File: src/rtl/musb_shifter_pipe_pkg.sv
// Shared definitions for the pipelined MUSB shift/rotate unit.
// Optional feature macro: MUSB_SHIFTER_ROTATE_EN (enables ROR/ROL).
package musb_shifter_pipe_pkg;

   // in_op encodings, kept alongside the ALU operation codes
   localparam logic [2:0] SHIFT_OP_SRL = 3'b000;
   localparam logic [2:0] SHIFT_OP_SRA = 3'b001;
   localparam logic [2:0] SHIFT_OP_SLL = 3'b010;
   localparam logic [2:0] SHIFT_OP_ROR = 3'b100;
   localparam logic [2:0] SHIFT_OP_ROL = 3'b110;

   // Decoded controls carried down the pipe
   typedef struct packed {
      logic left;   // operand/result bit-reversed around a right shift
      logic arith;  // fill with the operand sign bit
      logic rot;    // wrap shifted-out bits back in at the top
      logic pass;   // reserved code: result is the operand unshifted
   } shift_ctrl_t;

   function automatic shift_ctrl_t decode_op(input logic [2:0] op);
      shift_ctrl_t c;
`ifndef MUSB_SHIFTER_ROTATE_EN
      logic unused_op;
`endif
      c = '0;
`ifdef MUSB_SHIFTER_ROTATE_EN
      unique case (op)
         SHIFT_OP_SRL: c = '0;
         SHIFT_OP_SRA: c.arith = 1'b1;
         SHIFT_OP_SLL: c.left = 1'b1;
         SHIFT_OP_ROR: c.rot = 1'b1;
         SHIFT_OP_ROL: begin
            c.rot  = 1'b1;
            c.left = 1'b1;
         end
         default: c.pass = 1'b1;
      endcase
`else
      // Without rotate support op[2] is ignored: ROR/ROL fall back to SRL/SLL
      unused_op = op[2];
      unique case (op[1:0])
         2'b00:   c = '0;
         2'b01:   c.arith = 1'b1;
         2'b10:   c.left = 1'b1;
         default: c.pass = 1'b1;
      endcase
`endif
      return c;
   endfunction

endpackage

File: src/rtl/musb_shift_stage.sv
// Combinational slice of the right-shift network: levels FIRST_LEVEL ..
// FIRST_LEVEL+NUM_LEVELS-1, level k shifting by 2^k when shamnt[k] is set.
// Optional feature macro: MUSB_SHIFTER_ROTATE_EN (wrap-around feedback).
module musb_shift_stage #(
   parameter int unsigned WIDTH       = 32,
   parameter int unsigned FIRST_LEVEL = 0,
   parameter int unsigned NUM_LEVELS  = 1,
   localparam int unsigned SHW        = $clog2(WIDTH)
) (
   input  logic [WIDTH-1:0] data_in,
   input  logic [SHW-1:0]   shamnt,
   input  logic             fill,
   input  logic             rot,
   output logic [WIDTH-1:0] data_out
);

   logic [WIDTH-1:0] cur;
   logic [WIDTH-1:0] ins;
   int unsigned      amt;
   logic             lvl_bit;

`ifndef MUSB_SHIFTER_ROTATE_EN
   logic unused_rot;
   assign unused_rot = rot;
`endif

   // Cascade of binary mux levels with fill or wrap-around insertion
   always_comb begin
      cur     = data_in;
      ins     = '0;
      amt     = 0;
      lvl_bit = 1'b0;
      for (int k = 0; k < int'(NUM_LEVELS); k++) begin
         amt     = 32'd1 << (FIRST_LEVEL + k);
         lvl_bit = |(shamnt & (SHW'(1) << (FIRST_LEVEL + k)));
         ins     = fill ? ~({WIDTH{1'b1}} >> amt) : '0;
`ifdef MUSB_SHIFTER_ROTATE_EN
         if (rot) ins = cur << (WIDTH - amt);
`endif
         if (lvl_bit) cur = (cur >> amt) | ins;
      end
      data_out = cur;
   end

endmodule

File: src/rtl/musb_shifter_pipe.sv
// Pipelined shift/rotate unit with valid/ready handshake and flush.
// Left operations are done as bit-reverse, right shift, bit-reverse.
// Optional feature macro: MUSB_SHIFTER_ROTATE_EN (enables ROR/ROL).
module musb_shifter_pipe
   import musb_shifter_pipe_pkg::*;
#(
   parameter int unsigned WIDTH  = 32,
   parameter int unsigned STAGES = 2,
   localparam int unsigned SHW   = $clog2(WIDTH)
) (
   input  logic             clk,
   input  logic             rst,
   input  logic             flush,
   input  logic             in_valid,
   output logic             in_ready,
   input  logic [WIDTH-1:0] in_data,
   input  logic [SHW-1:0]   in_shamnt,
   input  logic [2:0]       in_op,
   output logic             out_valid,
   input  logic             out_ready,
   output logic [WIDTH-1:0] out_data
);

   localparam int unsigned LPS  = (SHW + STAGES - 1) / STAGES;
   localparam int unsigned LAST = STAGES - 1;

   function automatic logic [WIDTH-1:0] bit_rev(input logic [WIDTH-1:0] x);
      logic [WIDTH-1:0] r;
      for (int b = 0; b < int'(WIDTH); b++) r[b] = x[WIDTH-1-b];
      return r;
   endfunction

   // Stage registers
   logic [STAGES-1:0] vld_q;
   logic [STAGES-1:0] fill_q;
   logic [STAGES-1:0] rot_q;
   logic [STAGES-1:0] left_q;
   logic [WIDTH-1:0]  data_q [STAGES];
   logic [SHW-1:0]    sham_q [STAGES];

   // Per-stage sources and slice results
   logic [STAGES-1:0] src_vld;
   logic [STAGES-1:0] src_fill;
   logic [STAGES-1:0] src_rot;
   logic [STAGES-1:0] src_left;
   logic [WIDTH-1:0]  src_data [STAGES];
   logic [SHW-1:0]    src_sham [STAGES];
   logic [WIDTH-1:0]  slice_out [STAGES];
   logic [WIDTH-1:0]  nxt_data [STAGES];

   // load_ext[i]: stage i may take new contents; entry STAGES is the consumer
   logic [STAGES:0]   load_ext;
   logic [STAGES-1:0] adv;

   shift_ctrl_t ctrl;
   assign ctrl = decode_op(in_op);

   for (genvar g = 0; g < int'(STAGES); g++) begin : g_stage
      localparam int unsigned FIRST = g * LPS;
      localparam int unsigned NUM   = (FIRST >= SHW) ? 0 :
                                      ((SHW - FIRST < LPS) ? (SHW - FIRST) : LPS);

      if (g == 0) begin : g_src_in
         assign src_vld[g]  = in_valid;
         assign src_data[g] = ctrl.left ? bit_rev(in_data) : in_data;
         assign src_sham[g] = ctrl.pass ? '0 : in_shamnt;
         assign src_fill[g] = ctrl.arith & in_data[WIDTH-1];
         assign src_rot[g]  = ctrl.rot;
         assign src_left[g] = ctrl.left;
      end else begin : g_src_reg
         assign src_vld[g]  = vld_q[g-1];
         assign src_data[g] = data_q[g-1];
         assign src_sham[g] = sham_q[g-1];
         assign src_fill[g] = fill_q[g-1];
         assign src_rot[g]  = rot_q[g-1];
         assign src_left[g] = left_q[g-1];
      end

      musb_shift_stage #(
         .WIDTH       (WIDTH),
         .FIRST_LEVEL (FIRST),
         .NUM_LEVELS  (NUM)
      ) u_stage (
         .data_in  (src_data[g]),
         .shamnt   (src_sham[g]),
         .fill     (src_fill[g]),
         .rot      (src_rot[g]),
         .data_out (slice_out[g])
      );

      // The last slice undoes the left-op reversal so out_data is final
      if (g == int'(LAST)) begin : g_unrev
         assign nxt_data[g] = src_left[g] ? bit_rev(slice_out[g]) : slice_out[g];
      end else begin : g_pass
         assign nxt_data[g] = slice_out[g];
      end
   end

   // Backward advance chain: a stage loads when it is empty or moving on
   always_comb begin
      load_ext         = '0;
      adv              = '0;
      load_ext[STAGES] = out_ready;
      for (int i = int'(STAGES) - 1; i >= 0; i--) begin
         adv[i]      = vld_q[i] & load_ext[i+1];
         load_ext[i] = ~vld_q[i] | adv[i];
      end
   end

   assign in_ready  = ~rst & load_ext[0];
   assign out_valid = vld_q[LAST];
   assign out_data  = data_q[LAST];

   // Stage registers: reset clears everything, flush only the valid bits
   always_ff @(posedge clk) begin
      if (rst) begin
         vld_q  <= '0;
         fill_q <= '0;
         rot_q  <= '0;
         left_q <= '0;
         for (int i = 0; i < int'(STAGES); i++) begin
            data_q[i] <= '0;
            sham_q[i] <= '0;
         end
      end else begin
         for (int i = 0; i < int'(STAGES); i++) begin
            if (flush) begin
               vld_q[i] <= 1'b0;
            end else if (load_ext[i]) begin
               vld_q[i] <= src_vld[i];
               if (src_vld[i]) begin
                  data_q[i] <= nxt_data[i];
                  sham_q[i] <= src_sham[i];
                  fill_q[i] <= src_fill[i];
                  rot_q[i]  <= src_rot[i];
                  left_q[i] <= src_left[i];
               end
            end
         end
      end
   end

   // Controls held in the last stage have no further consumer
   logic unused_last;
   assign unused_last = ^{sham_q[LAST], fill_q[LAST], rot_q[LAST], left_q[LAST]};

endmodule

File: config.mk
export PLATFORM = sky130hd
export DESIGN_NAME = musb_shifter_pipe
export DESIGN_NICKNAME = d
export VERILOG_FILES = /design/src/rtl/musb_shifter_pipe_pkg.sv /design/src/rtl/musb_shift_stage.sv /design/src/rtl/musb_shifter_pipe.sv
export SDC_FILE = /design/constraint.sdc
export NUM_CORES = 1
export LEC_CHECK = 0
export CAP_MARGIN = 10
export CORE_UTILIZATION = 55
export CTS_BUF_LIST = sky130_fd_sc_hd__clkbuf_8
export CTS_CLUSTER_DIAMETER = 50
export DETAILED_ROUTE_END_ITERATION = 12
export GPL_TIMING_DRIVEN = 0
export PLACE_DENSITY = 0.82
export REMOVE_ABC_BUFFERS = 1
export SYNTH_ARGS = -nofsm -noshare
export SYNTH_HDL_FRONTEND = slang
export SYNTH_SLANG_ARGS = --single-unit
File: constraint.sdc
create_clock -name clk -period 5.4 [get_ports clk]
set_clock_uncertainty 0.05 [all_clocks]
set_input_delay 1.08 -clock clk [delete_from_list [all_inputs] [get_ports clk]]
set_output_delay 1.08 -clock clk [all_outputs]
set_load 0.02 [all_outputs]
# Word-level counts from Yosys, hierarchy flattened
# Memory sizes are Yosys's and may differ from the RTL's.
# Cells that the tools add are included.
classes:
  eq_ne: 2
  mux: 31
  bitwise: 19
  reduce_logical: 4
ops:
  columns: ["op", "n"]
  rows:
  - ["32-bit two-way mux", 14]
  - ["16-bit by 32-bit bitwise OR with 32-bit output", 1]
  - ["24-bit by 32-bit bitwise OR with 32-bit output", 1]
  - ["28-bit by 32-bit bitwise OR with 32-bit output", 1]
  - ["30-bit by 32-bit bitwise OR with 32-bit output", 1]
  - ["31-bit by 32-bit bitwise OR with 32-bit output", 1]
  - ["5-bit two-way mux", 3]
  - ["1-bit two-way mux", 14]
  - ["1-bit bitwise OR", 6]
  - ["1-bit AND", 4]
  - ["1-bit inverter", 4]
  - ["3-bit AND reduction", 1]
  - ["3-bit OR reduction", 1]
  - ["2-bit by 1-bit equality test with 1-bit output (second input constant)", 1]
  - ["2-bit equality test (second input constant)", 1]
  - ["2-bit logical NOT", 1]
  - ["2-bit OR reduction", 1]
totals:
  ram_bits: 74
  n_memories: 2
  word_cells: 62
  output_inout_bits: 34
  in_bits: 45
  ff_bits: 4
mem_list:
  columns: ["memory", "words", "width", "read_ports", "rd_ports_with_merged_regs", "wr", "line_no", "text"]
  rows:
  - ["data_q", 2, 32, 2, 0, 2, "musb_shifter_pipe.sv:38", "logic [WIDTH-1:0] data_q [STAGES];"]
  - ["sham_q", 2, 5, 1, 0, 2, "musb_shifter_pipe.sv:39", "logic [SHW-1:0] sham_q [STAGES];"]

# Logic depth before layout (Yosys ltp)
depth:
  depth_word: 11
  depth_mapped: 7
  ltp_nobuf: 5

# By module
# A second synthesis with hierarchy kept.
hier_totals:
  cells_unflattened: 492
  hier_area_um2: 5796.8
by_module_without_submodules:
  columns: ["mod", "cells_each", "instances", "area_per_inst_um2", "seq_area_each_um2"]
  rows:
  - ["musb_shifter_pipe", 285, 1, 3771.1, 2152.1]
  - ["musb_shift_stage (g_stage[0].u_stage)", 149, 1, 1262.5, 0.0]
  - ["musb_shift_stage (g_stage[1].u_stage)", 58, 1, 763.2, 0.0]

# Worst setup path before layout
# OpenSTA, ideal clock, no wires.
synth_path:
  path_type: "input to register"
  from: "input port flush"
  to: "memory data_q[1][0] (netlist: data_q[0][32]) (enable)"
  arrival_ns: 2.730
  slack_ns: 2.192
  required_ns: 4.922
  path_stages: 2
  n_path_buf: 0
  setup_ns: 0.428
  path_cell_list: "nand2b_1 o21bai_1"
synth_rtl:
  columns: ["element", "line_no", "text"]
  rows:
  - ["start: declaration", "musb_shifter_pipe.sv:13", "input logic flush,"]
  - ["end: declaration", "musb_shifter_pipe.sv:38", null]

# Worst setup path after layout
layout_path:
  from: "input port out_ready"
  to: "output port in_ready"
layout_via:
  elab_chain_cells: 5
layout_rtl:
  columns: ["element", "line_no", "text"]
  rows:
  - ["start: declaration", "musb_shifter_pipe.sv:20", "input logic out_ready,"]
  - ["1-bit AND", "musb_shifter_pipe.sv:105", "adv[i] = vld_q[i] & load_ext[i+1];"]
  - ["1-bit bitwise OR", "musb_shifter_pipe.sv:106", "load_ext[i] = ~vld_q[i] | adv[i];"]
  - ["1-bit AND", "musb_shifter_pipe.sv:105", null]
  - ["1-bit bitwise OR", "musb_shifter_pipe.sv:106", null]
  - ["1-bit AND", "musb_shifter_pipe.sv:110", "assign in_ready = ~rst & load_ext[0];"]
  - ["end: declaration", "musb_shifter_pipe.sv:15", "output logic in_ready,"]
# No other way between the ends.

==> flow_summary.ini <==
[timing]
relSlewSlack_pct = 17.38
setup_viol = 0
holdWs_ns = 0.5034
slew_violations = 0
finalHoldViolCount = 0
fin_crit_ns = 3.686
max_freq_mhz = 271.3
rsz0062_at_grt = no
worst_pin_slew_ns = 1.239
period_share_pct = 68.25

[placed_design]
portBuffers = 77
dpl.hpwl_um = 6975
placed_cells = 563
place_congestion = 0.9123

[setup_path]
cp.required_ns = 4.27
r2r_end = data_q[0][59]$_SDFFCE_PN0P_
rr_startpoint = sham_q[0][4]$_SDFFCE_PN0P_
arrival_ns = 2.56
critPathLaunchType = input port
end_kind = output pin
path_class = in2out
rr_worst_depth = 5
critPathMaxFanout = 4
critical_path.startpoint = out_ready
ff2ff_setup_slack_ns = 2.22

[final_layout]
area_growth_pct = 15.76
nNetsFinal = 515
antennaDiodeCount = 0
drive_above_1_share_pct = 10.32
final_cell_mix = 82 x mux2i_1, 77 x clkdlybuf4s50_1, 66 x edfxtp_1
n_fill_cell = 631
layoutNonFillerInstCount = 580
final_common_cell = mux2i_1

[global_routing]
grt_pass1_vias = 3095
overflow = 0
grtUsageTotal_pct = 21.31
grt_max_degree = 66
antenna_found_initial = 0
grt_pass1_wl_um = 14710

[cts]
cts_tree = built
post_cts_resized = 0
htreeDepth = 3
ctsRootBufferMaster = clkbuf_8
post-cts-setup-buffers = 0
cts_hold_buf = 0
clk_latency_ns = 0.35
cts_buffers = 9
cts_num_sinks = 70
clockBufferDepth = 2
clkTransAtPathRegs_ns = 0.07

[floorplanning]
die-area_um2 = 9078
die-width_um = 95.28
core_area_um2 = 8299
start_util_pct = 57.67
io_pins = 79
die_h_um = 95.28
rows = 33

[routing]
drc = 0
antenna_left = 0
viasPerCell = 5.872
drt_iter0_drc = 133
num_vias = 3406
dr.pass1.iters = 4
avgRoutedWirePerCell_um = 15.83
wl_um = 9183

[run]
cap_violations = 0

[worst_hold_path]
worstHoldStart = fill_q[0]$_SDFFE_PP0P_
min_path_cells = 2
holdPathEnd = fill_q[0]$_SDFFE_PP0P_
hold_class = reg2reg

[status]
status = finished clean

[synthesis]
syn_area_um2 = 4786
synth_xor_xnor_area_share_pct = 0
synth_top_family_by_area = multiplexers
ys_types = 28
synthAdderAreaFrac_pct = 0
synth-seq-area-share_pct = 43.08
async_flop_share_pct = 0
yosys-mux-area-fraction_pct = 25.86
syn_avg_cell_area_um2 = 10.73
yosys_warnings = 0
synthSimpleGateAreaFrac_pct = 8.444
synth_flop_cell = edfxtp_1
synth_compound_area_share_pct = 14.07
syn_inst = 446
ys_seq_elements = 70
synth_edf_count = 66

[power]
p_per_area_nw_per_um2 = 236.9
vdd_ir_drop_max_mv = 0.1105
p_leak_nw = 2.096
[stage by stage]
step                      utilization (%)  total power, W  TNS (ns)  setup slack (ns)  cell area, µm²
after global placement              63.61       0.0009680    -1.529           -0.4319            5279
after global routing                66.76        0.001373         0             1.624            5540
final                               66.76        0.001313         0             1.714            5540
after detailed placement            64.54       0.0009809         0             1.500            5356
after floorplan                         -       0.0008644         0             1.175            4377
after CTS                           66.43        0.001314         0             1.706            5513
[how the worst max path moves through the flow]
| stage | endpoint | slack, ns | cells past startpoint |
|---|---|---|---|
| 6_report | in_ready | 1.71 | 5 |
| 5_1_grt | in_ready | 1.62 | 5 |
| 4_1_cts | in_ready | 1.71 | 5 |
| 3_5_place_dp | data_q[0][1]$_SDFFCE_PN0P_ | 1.50 | 6 |
| 3_3_place_gp | data_q[0][15]$_SDFFCE_PN0P_ | -0.43 | 6 |
| 2_1_floorplan | data_q[0][15]$_SDFFCE_PN0P_ | 1.18 | 5 |
[power by group]
group	leakage (nW)	total (W)	switching (W)	internal [W]
Sequential	0.733	0.000655	0.0000230	0.000632
Combinational	1.28	0.000321	0.000167	0.000154
Clock	0.0827	0.000337	0.000179	0.000158
[per-layer routing]
layer	GRT usage, %	wire, µm
met5	0	0
met4	8.838	192
met3	4.226	440
met2	36.19	4624
met1	26.42	3926
[area by class of cell]
| class | count | area, µm² | share of cell area [%] |
|---|---|---|---|
| multi-input cells | 308 | 2328 | 42.03 |
| clock buffers | 9 | 123.9 | 2.236 |
| well taps | 105 | 131.4 | 2.371 |
| clock inverters | 7 | 32.53 | 0.5872 |
| flip-flops and latches | 70 | 2063 | 37.24 |
| repair buffers | 81 | 860.8 | 15.54 |
[synthesized netlist by cell type (4+ instances only)]
master	count	area, µm²
buf_2	9	45.04
nand2b_1	4	25.02
mux2i_1	82	820.8
clkbuf_1	20	75.07
nor2_1	47	176.4
a21oi_1	33	165.2
nor2b_1	20	125.1
buf_4	36	270.3
a211oi_1	24	180.2
mux4_2	10	225.2
o22ai_1	28	175.2
edfxtp_1	66	1982
o21ai_0	13	65.06
o21ai_1	10	50.05
nand2_1	7	26.28
dfxtp_1	4	80.08
mux2_2	17	191.4
[critical path, cell delays in order]
cell and delay, ns:
clkdlybuf4s50_1 0.40, nor2b_1 0.26, and2_1 0.23, nor2_1 0.05
clkdlybuf4s50_1 0.54
[logic make-up after synthesis]
group / count (synthesis)
mux: 109
simple gates: 86
flops: 70
buf+inv: 68
compound gates: 113
[flip-flops by register name, indices dropped and copies added, names as in the netlist]
register	cells
sham_q	2
data_q	64
vld_q	2
fill_q	1
left_q	1
Power figures use the tool's default switching activity.
